## src/rtl/sum_drain.sv

```systemverilog
// Sum RAM readout: bias, round-shift and saturate partial sums onto a stream.
// Define SUM_DRAIN_RELU_EN to clamp negative results to zero.
module sum_drain #(
    parameter int C_DSIZE  = 24,
    parameter int C_ASIZE  = 10,
    parameter int C_OSIZE  = 8,
    parameter int C_SHW    = 5,
    parameter int C_RD_LAT = 3
) (
    input  logic               I_clk,
    input  logic               I_rst_n,
    input  logic               I_start,
    input  logic [C_ASIZE:0]   I_len,
    input  logic [C_DSIZE-1:0] I_bias,
    input  logic [C_SHW-1:0]   I_shift,
    output logic [C_ASIZE-1:0] O_raddr,
    input  logic [C_DSIZE-1:0] I_rdata,
    output logic [C_OSIZE-1:0] O_dout,
    output logic               O_dv,
    input  logic               I_rdy,
    output logic               O_busy,
    output logic               O_done
);

    localparam int PIPE = C_RD_LAT + 2;
    localparam int CRED = C_RD_LAT + 3;
    localparam int MDEP = CRED - 1;
    localparam int PW   = (MDEP > 1) ? $clog2(MDEP) : 1;
    localparam int CW   = $clog2(2 * CRED);
    localparam int TW   = C_DSIZE + 2;

    localparam logic signed [TW-1:0] OMAX = TW'(2 ** (C_OSIZE - 1) - 1);
    localparam logic signed [TW-1:0] OMIN = ~OMAX;

    typedef enum logic [1:0] {
        S_IDLE,
        S_RUN,
        S_FLUSH,
        S_DONE
    } state_t;

    state_t state_q, state_d;
    logic busy_q, busy_d;
    logic done_q, done_d;
    logic [C_ASIZE:0] len_q, len_d;
    logic [C_ASIZE:0] icnt_q, icnt_d;
    logic [C_DSIZE-1:0] bias_q, bias_d;
    logic [C_SHW-1:0] shift_q, shift_d;
    logic [C_ASIZE-1:0] raddr_q, raddr_d;
    logic [PIPE-1:0] vld_q, vld_d;
    logic signed [TW-1:0] sa_q, sa_d;
    logic signed [C_OSIZE-1:0] sb_q, sb_d;
    logic [C_OSIZE-1:0] dout_q, dout_d;
    logic dv_q, dv_d;
    logic [CW-1:0] mcnt_q, mcnt_d;
    logic [PW-1:0] rd_q, rd_d;
    logic [PW-1:0] wr_q, wr_d;
    logic [C_OSIZE-1:0] mem_q [MDEP];

    logic pop, push, issue, out_free, mem_we;
    logic [CW-1:0] infl, occ;
    logic signed [TW-1:0] rnd, y_b;

    function automatic logic [PW-1:0] nxt(input logic [PW-1:0] p);
        return (p == PW'(MDEP - 1)) ? '0 : p + 1'b1;
    endfunction

    always_comb begin
        infl = '0;
        for (int i = 0; i < PIPE; i++) begin
            infl = infl + CW'(vld_q[i]);
        end
    end

    // Credits: a popped word frees its slot in the same cycle.
    assign pop   = dv_q & I_rdy;
    assign push  = vld_q[PIPE-1];
    assign occ   = infl + mcnt_q + CW'(dv_q) - CW'(pop);
    assign issue = (state_q == S_RUN) && (occ < CW'(CRED));

    always_comb begin
        rnd = '0;
        if (shift_q != '0 && int'(shift_q) <= C_DSIZE) begin
            rnd = TW'(1) << (shift_q - 1'b1);
        end
        sa_d = {{2{I_rdata[C_DSIZE-1]}}, I_rdata}
             + {{2{bias_q[C_DSIZE-1]}}, bias_q}
             + rnd;
    end

    always_comb begin
        y_b = sa_q >>> shift_q;
`ifdef SUM_DRAIN_RELU_EN
        if (y_b < 0) begin
            y_b = '0;
        end
`endif
        if (y_b > OMAX) begin
            sb_d = OMAX[C_OSIZE-1:0];
        end else if (y_b < OMIN) begin
            sb_d = OMIN[C_OSIZE-1:0];
        end else begin
            sb_d = y_b[C_OSIZE-1:0];
        end
    end

    always_comb begin
        state_d = state_q;
        len_d   = len_q;
        bias_d  = bias_q;
        shift_d = shift_q;
        raddr_d = raddr_q;
        icnt_d  = icnt_q;
        unique case (state_q)
            S_IDLE: begin
                if (I_start) begin
                    len_d   = I_len;
                    bias_d  = I_bias;
                    shift_d = I_shift;
                    raddr_d = '0;
                    icnt_d  = '0;
                    state_d = (I_len == '0) ? S_DONE : S_RUN;
                end
            end
            S_RUN: begin
                if (issue) begin
                    raddr_d = raddr_q + 1'b1;
                    icnt_d  = icnt_q + 1'b1;
                    if (icnt_q + 1'b1 == len_q) begin
                        state_d = S_FLUSH;
                    end
                end
            end
            S_FLUSH: begin
                if (infl == '0 && mcnt_q == '0 && (!dv_q || pop)) begin
                    state_d = S_DONE;
                end
            end
            S_DONE:  state_d = S_IDLE;
            default: state_d = S_IDLE;
        endcase
        busy_d = (state_d == S_RUN) || (state_d == S_FLUSH);
        done_d = (state_d == S_DONE);
        vld_d  = {vld_q[PIPE-2:0], issue};
    end

    // Output register is the FIFO head; mem_q holds the words behind it.
    always_comb begin
        dout_d   = dout_q;
        dv_d     = dv_q;
        mcnt_d   = mcnt_q;
        rd_d     = rd_q;
        wr_d     = wr_q;
        mem_we   = 1'b0;
        out_free = !dv_q || pop;
        if (out_free) begin
            if (mcnt_q != '0) begin
                dout_d = mem_q[rd_q];
                dv_d   = 1'b1;
                rd_d   = nxt(rd_q);
                mcnt_d = mcnt_q - 1'b1;
            end else if (push) begin
                dout_d = sb_q;
                dv_d   = 1'b1;
            end else begin
                dv_d = 1'b0;
            end
        end
        if (push && !(out_free && mcnt_q == '0)) begin
            mem_we = 1'b1;
            wr_d   = nxt(wr_q);
            mcnt_d = mcnt_d + 1'b1;
        end
    end

    always_ff @(posedge I_clk) begin
        if (mem_we) begin
            mem_q[wr_q] <= sb_q;
        end
    end

    always_ff @(posedge I_clk or negedge I_rst_n) begin
        if (!I_rst_n) begin
            state_q <= S_IDLE;
            busy_q  <= 1'b0;
            done_q  <= 1'b0;
            len_q   <= '0;
            icnt_q  <= '0;
            bias_q  <= '0;
            shift_q <= '0;
            raddr_q <= '0;
            vld_q   <= '0;
            sa_q    <= '0;
            sb_q    <= '0;
            dout_q  <= '0;
            dv_q    <= 1'b0;
            mcnt_q  <= '0;
            rd_q    <= '0;
            wr_q    <= '0;
        end else begin
            state_q <= state_d;
            busy_q  <= busy_d;
            done_q  <= done_d;
            len_q   <= len_d;
            icnt_q  <= icnt_d;
            bias_q  <= bias_d;
            shift_q <= shift_d;
            raddr_q <= raddr_d;
            vld_q   <= vld_d;
            sa_q    <= sa_d;
            sb_q    <= sb_d;
            dout_q  <= dout_d;
            dv_q    <= dv_d;
            mcnt_q  <= mcnt_d;
            rd_q    <= rd_d;
            wr_q    <= wr_d;
        end
    end

    assign O_raddr = raddr_q;
    assign O_dout  = dout_q;
    assign O_dv    = dv_q;
    assign O_busy  = busy_q;
    assign O_done  = done_q;

endmodule

```

## config.mk

```make
export PLATFORM = sky130hd
export DESIGN_NAME = sum_drain
export DESIGN_NICKNAME = d
export VERILOG_FILES = /design/src/rtl/sum_drain.sv
export SDC_FILE = /design/constraint.sdc
export NUM_CORES = 1
export LEC_CHECK = 0
export CORE_MARGIN = 1.5
export CORE_UTILIZATION = 40
export DETAILED_ROUTE_END_ITERATION = 10
export GPL_ROUTABILITY_DRIVEN = 0
export PLACE_DENSITY = 0.64
export SYNTH_ARGS = -nofsm -noshare
export SYNTH_HDL_FRONTEND = slang
export SYNTH_SLANG_ARGS = --single-unit
export TNS_END_PERCENT = 10
```

## constraint.sdc

```tcl
create_clock -name I_clk -period 11.2 [get_ports I_clk]
set_input_delay 1.68 -clock I_clk [delete_from_list [all_inputs] [get_ports I_clk]]
set_output_delay 1.68 -clock I_clk [all_outputs]
set_load 0.01 [all_outputs]
```

==> results.py <==
metrics = {
    "status": {
        "status": "completed",
    },
    "drt": {
        "post_drt_wl_per_cell_um": 15.4,
        "drtIter0Drc": 501,
        "drt-vias-per-instance": 5.42,
        "drc": 0,
        "vias": 8028,
        "dr.pass1.iters": 5,
        "detail-route-antenna-nets": 0,
        "routed_wl_um": 22800,
    },
    "cts": {
        "cts_resized": 0,
        "ctsHoldBuffers": 0,
        "cts_htree_levels": 4,
        "post_cts_buffers": 0,
        "cts_buffers": 17,
        "worstSkewPairLatency_ps": 420,
        "cts_root_buf": "clkbuf_16",
        "numClockSinks": 163,
        "clockBufferDepth": 2,
        "cts_tree": "done",
        "cts.reportedPaths.clkPinSlew_ps": 70,
    },
    "worst_setup_path": {
        "r2r_start": "bias_q[3]",
        "crit_required_ps": 11550,
        "path_class": "primary input to flop",
        "worstPathArrival_ps": 6310,
        "start_kind": "primary input",
        "reg2reg_slack_ps": 6550,
        "worst_setup_path_end_kind": "flop",
        "crit_fanout": 8,
        "r2r_end": "sa_q[22]",
        "rr_worst_depth": 17,
    },
    "finish": {
        "antenna_cells": 0,
        "multi_input_area_um2": 6130,
        "fillCellCount": 2447,
        "final_nets": 1271,
        "synthToLayoutAreaGrowth_pct": 16.5,
        "final_area_um2": 12600,
        "regArea_um2": 4280,
        "drive_gt1_share_pct": 12.2,
    },
    "pwr": {
        "power_mw": 4.33,
        "power-per-cell-area_nw_per_um2": 344,
        "vdd_drop_max_mv": 0.235,
        "leakage_nw": 5.29,
    },
    "flow_run": {
        "maxCapViolCount": 0,
    },
    "logic_synthesis": {
        "synth_area_um2": 10800,
        "ys.flop_type": "dfrtp_1",
        "synth-seq-cells": 163,
        "synth_area_per_cell_um2": 10.2,
        "synth_area_leaders": "dfrtp_1 29%, edfxtp_1 11%, ha_1 7.5%",
        "yosysSeqAreaShare_pct": 39.6,
        "synth_async_sr_flop_share_pct": 75.5,
        "synth-edff-count": 40,
        "synth_top_cell_by_area": "dfrtp_1",
        "syn_inst": 1060,
        "synth_cell_types": 74,
        "yosysTopAreaCellShare_pct": 28.5,
        "synth_most_common_cell": "dfrtp_1",
        "syn_nets": 1198,
        "synthTopCellsByCount": "123 x dfrtp_1, 99 x nor2_1, 82 x nand2_1",
        "yosys_warnings": 0,
    },
    "hold_path": {
        "min_path_type": "flop to flop",
        "min-delay-start": "vld_q[1]",
        "hold_path_end": "vld_q[2]",
        "min_path_cells": 0,
    },
    "global_route": {
        "antenna_found_initial": 0,
        "grt_start_max_net_pins": 72,
        "first_global_vias": 7866,
        "grt_first_pass_wirelength_um": 38300,
        "grt-ovfl-total": 0,
        "grt_usage_pct": 16.7,
    },
    "timing": {
        "slew_violations": 0,
        "rsz0062_at_grt": "no",
        "setup_tns_ps": 0,
        "period_share_pct": 53.2,
        "max_slew_margin_pct": 35.7,
        "setup_viol": 0,
        "min_period_ps": 5960,
        "skew_ps": 13.5,
        "fmax_mhz": 168,
        "worst_slew_pin_slew_ps": 957,
        "setup_slack_ps": 5240,
        "hold_ws_ps": 375,
        "hold_violations": 0,
    },
    "placed_design": {
        "numPortBuffers": 88,
        "preCtsSetupSlack_ps": 4780,
        "dp_hpwl_um": 16700,
        "dpl_cell_area_um2": 12000,
    },
    "floorplanning": {
        "initial_core_util_pct": 41.1,
        "die_w_um": 167,
        "rows": 59,
        "ios": 89,
        "die_h_um": 167,
        "core_um2": 26300,
        "die-area_um2": 28000,
    },
}
## cell type report
| cell class | instances | area share [%] |
|---|---|---|
| multi-input combinational | 805 | 48.7 |
| sequential | 163 | 34.0 |
| timing repair buffer | 99 | 7.64 |
| clock buffer | 17 | 3.38 |
| tap | 335 | 3.33 |
| clock inverter | 15 | 1.52 |
| inverter | 47 | 1.40 |
## state kept, by name, summed over array words and instances (netlist names)
| signal | cells |
|---|---|
| mem_q | 40 |
| sa_q | 26 |
| bias_q | 24 |
| icnt_q | 11 |
| len_q | 11 |
| O_raddr | 10 |
| O_dout | 8 |
| sb_q | 8 |
| shift_q | 5 |
| vld_q | 5 |
| mcnt_q | 4 |
| rd_q | 3 |
| wr_q | 3 |
| state_q | 2 |
| O_busy | 1 |
| O_done | 1 |
| O_dv | 1 |
## metal layers
metal / part of all wire [%] / up-vias / GRT usage (%)
met4: 2.0 / 0 / 5.44
met1: 47 / 3838 / 22.0
met2: 48 / 133 / 28.0
li1: - / 4026 / -
met5: 0 / - / 0
met3: 2.7 / 31 / 2.74
## worst max-delay path by stage
stage,start,endpoint
2_1_floorplan,I_rdata[3],sa_q[22]
3_3_place_gp,I_rdata[1],sa_q[22]
3_5_place_dp,I_rdata[1],sa_q[22]
4_1_cts,I_rdata[1],sa_q[22]
5_1_grt,I_rdata[1],sa_q[22]
6_report,I_rdata[1],sa_q[22]
## per-stage QoR
| stage | utilization, % | std cells |
|---|---|---|
| after floorplan | - | 1060 |
| after global placement | 45.5 | 1449 |
| after detailed placement | 45.5 | 1449 |
| after CTS | 47.9 | 1481 |
| after global routing | 47.9 | 1481 |
| final | 47.9 | 1481 |
## placed cells by master, fill, tap and decap left out, types with 5 or more instances in the layout
master / synthesis / final
xnor2_1: 47 / 47
xor2_1: 25 / 25
or3_1: 7 / 7
o22ai_1: 12 / 12
and2_1: 6 / 6
nand2_1: 82 / 82
o211ai_1: 8 / 8
nor2_1: 99 / 99
and3_1: 14 / 14
nor3_1: 13 / 13
a31o_2: 6 / 6
edfxtp_1: 40 / 40
clkbuf_16: 0 / 17
a211oi_1: 14 / 14
nand4_1: 5 / 5
o31ai_1: 5 / 5
mux2i_1: 27 / 27
nor4_1: 13 / 10
nor2b_1: 13 / 13
inv_1: 45 / 45
dfrtp_1: 123 / 123
a21oi_1: 67 / 67
a21o_1: 24 / 24
o21a_1: 8 / 8
fa_1: 5 / 5
nand3_1: 26 / 26
mux4_1: 6 / 6
mux4_2: 23 / 23
a31oi_1: 11 / 11
nand2b_1: 6 / 6
buf_4: 1 / 12
mux2_2: 51 / 51
o21ai_0: 63 / 63
clkdlybuf4s50_1: 0 / 87
ha_1: 65 / 65
## power breakdown
part	leakage (nW)	switching, mW	total (mW)	internal [mW]
sequential	1.85	0.220	1.10	0.879
clock	0.304	0.261	0.619	0.359
combinational	3.13	1.47	2.61	1.14
## critical path, cell delays in order
cell             delay (ps)
clkdlybuf4s50_1         420
ha_1                    290
a21o_1                  200
a311oi_1                480
a211oi_1                200
nor3_1                  300
nor2_1                  120
a21o_1                  190
a21oi_1                 170
xnor2_1                 140
ha_1                    340
a21o_1                  240
a21oi_1                 170
a21boi_0                130
o31ai_1                 480
o21ai_1                 180
or4b_1                  480
nand4b_1                 90
## cell families (layout without fill, tap and decap cells)
kind of cell	Yosys count	after routing	synth area share [%]
AND/OR/NAND/NOR	305	305	13.4
AO/OA/AOI/OAI	249	249	14.5
flip-flops	163	163	39.6
multiplexers	108	108	14.3
buffers and inverters	92	178	3.81
XOR/XNOR	72	72	5.84
adder cells (fa/ha/maj)	70	70	8.46
other	1	1	0.0347
Note: power is estimated with default switching activity, not from simulation.
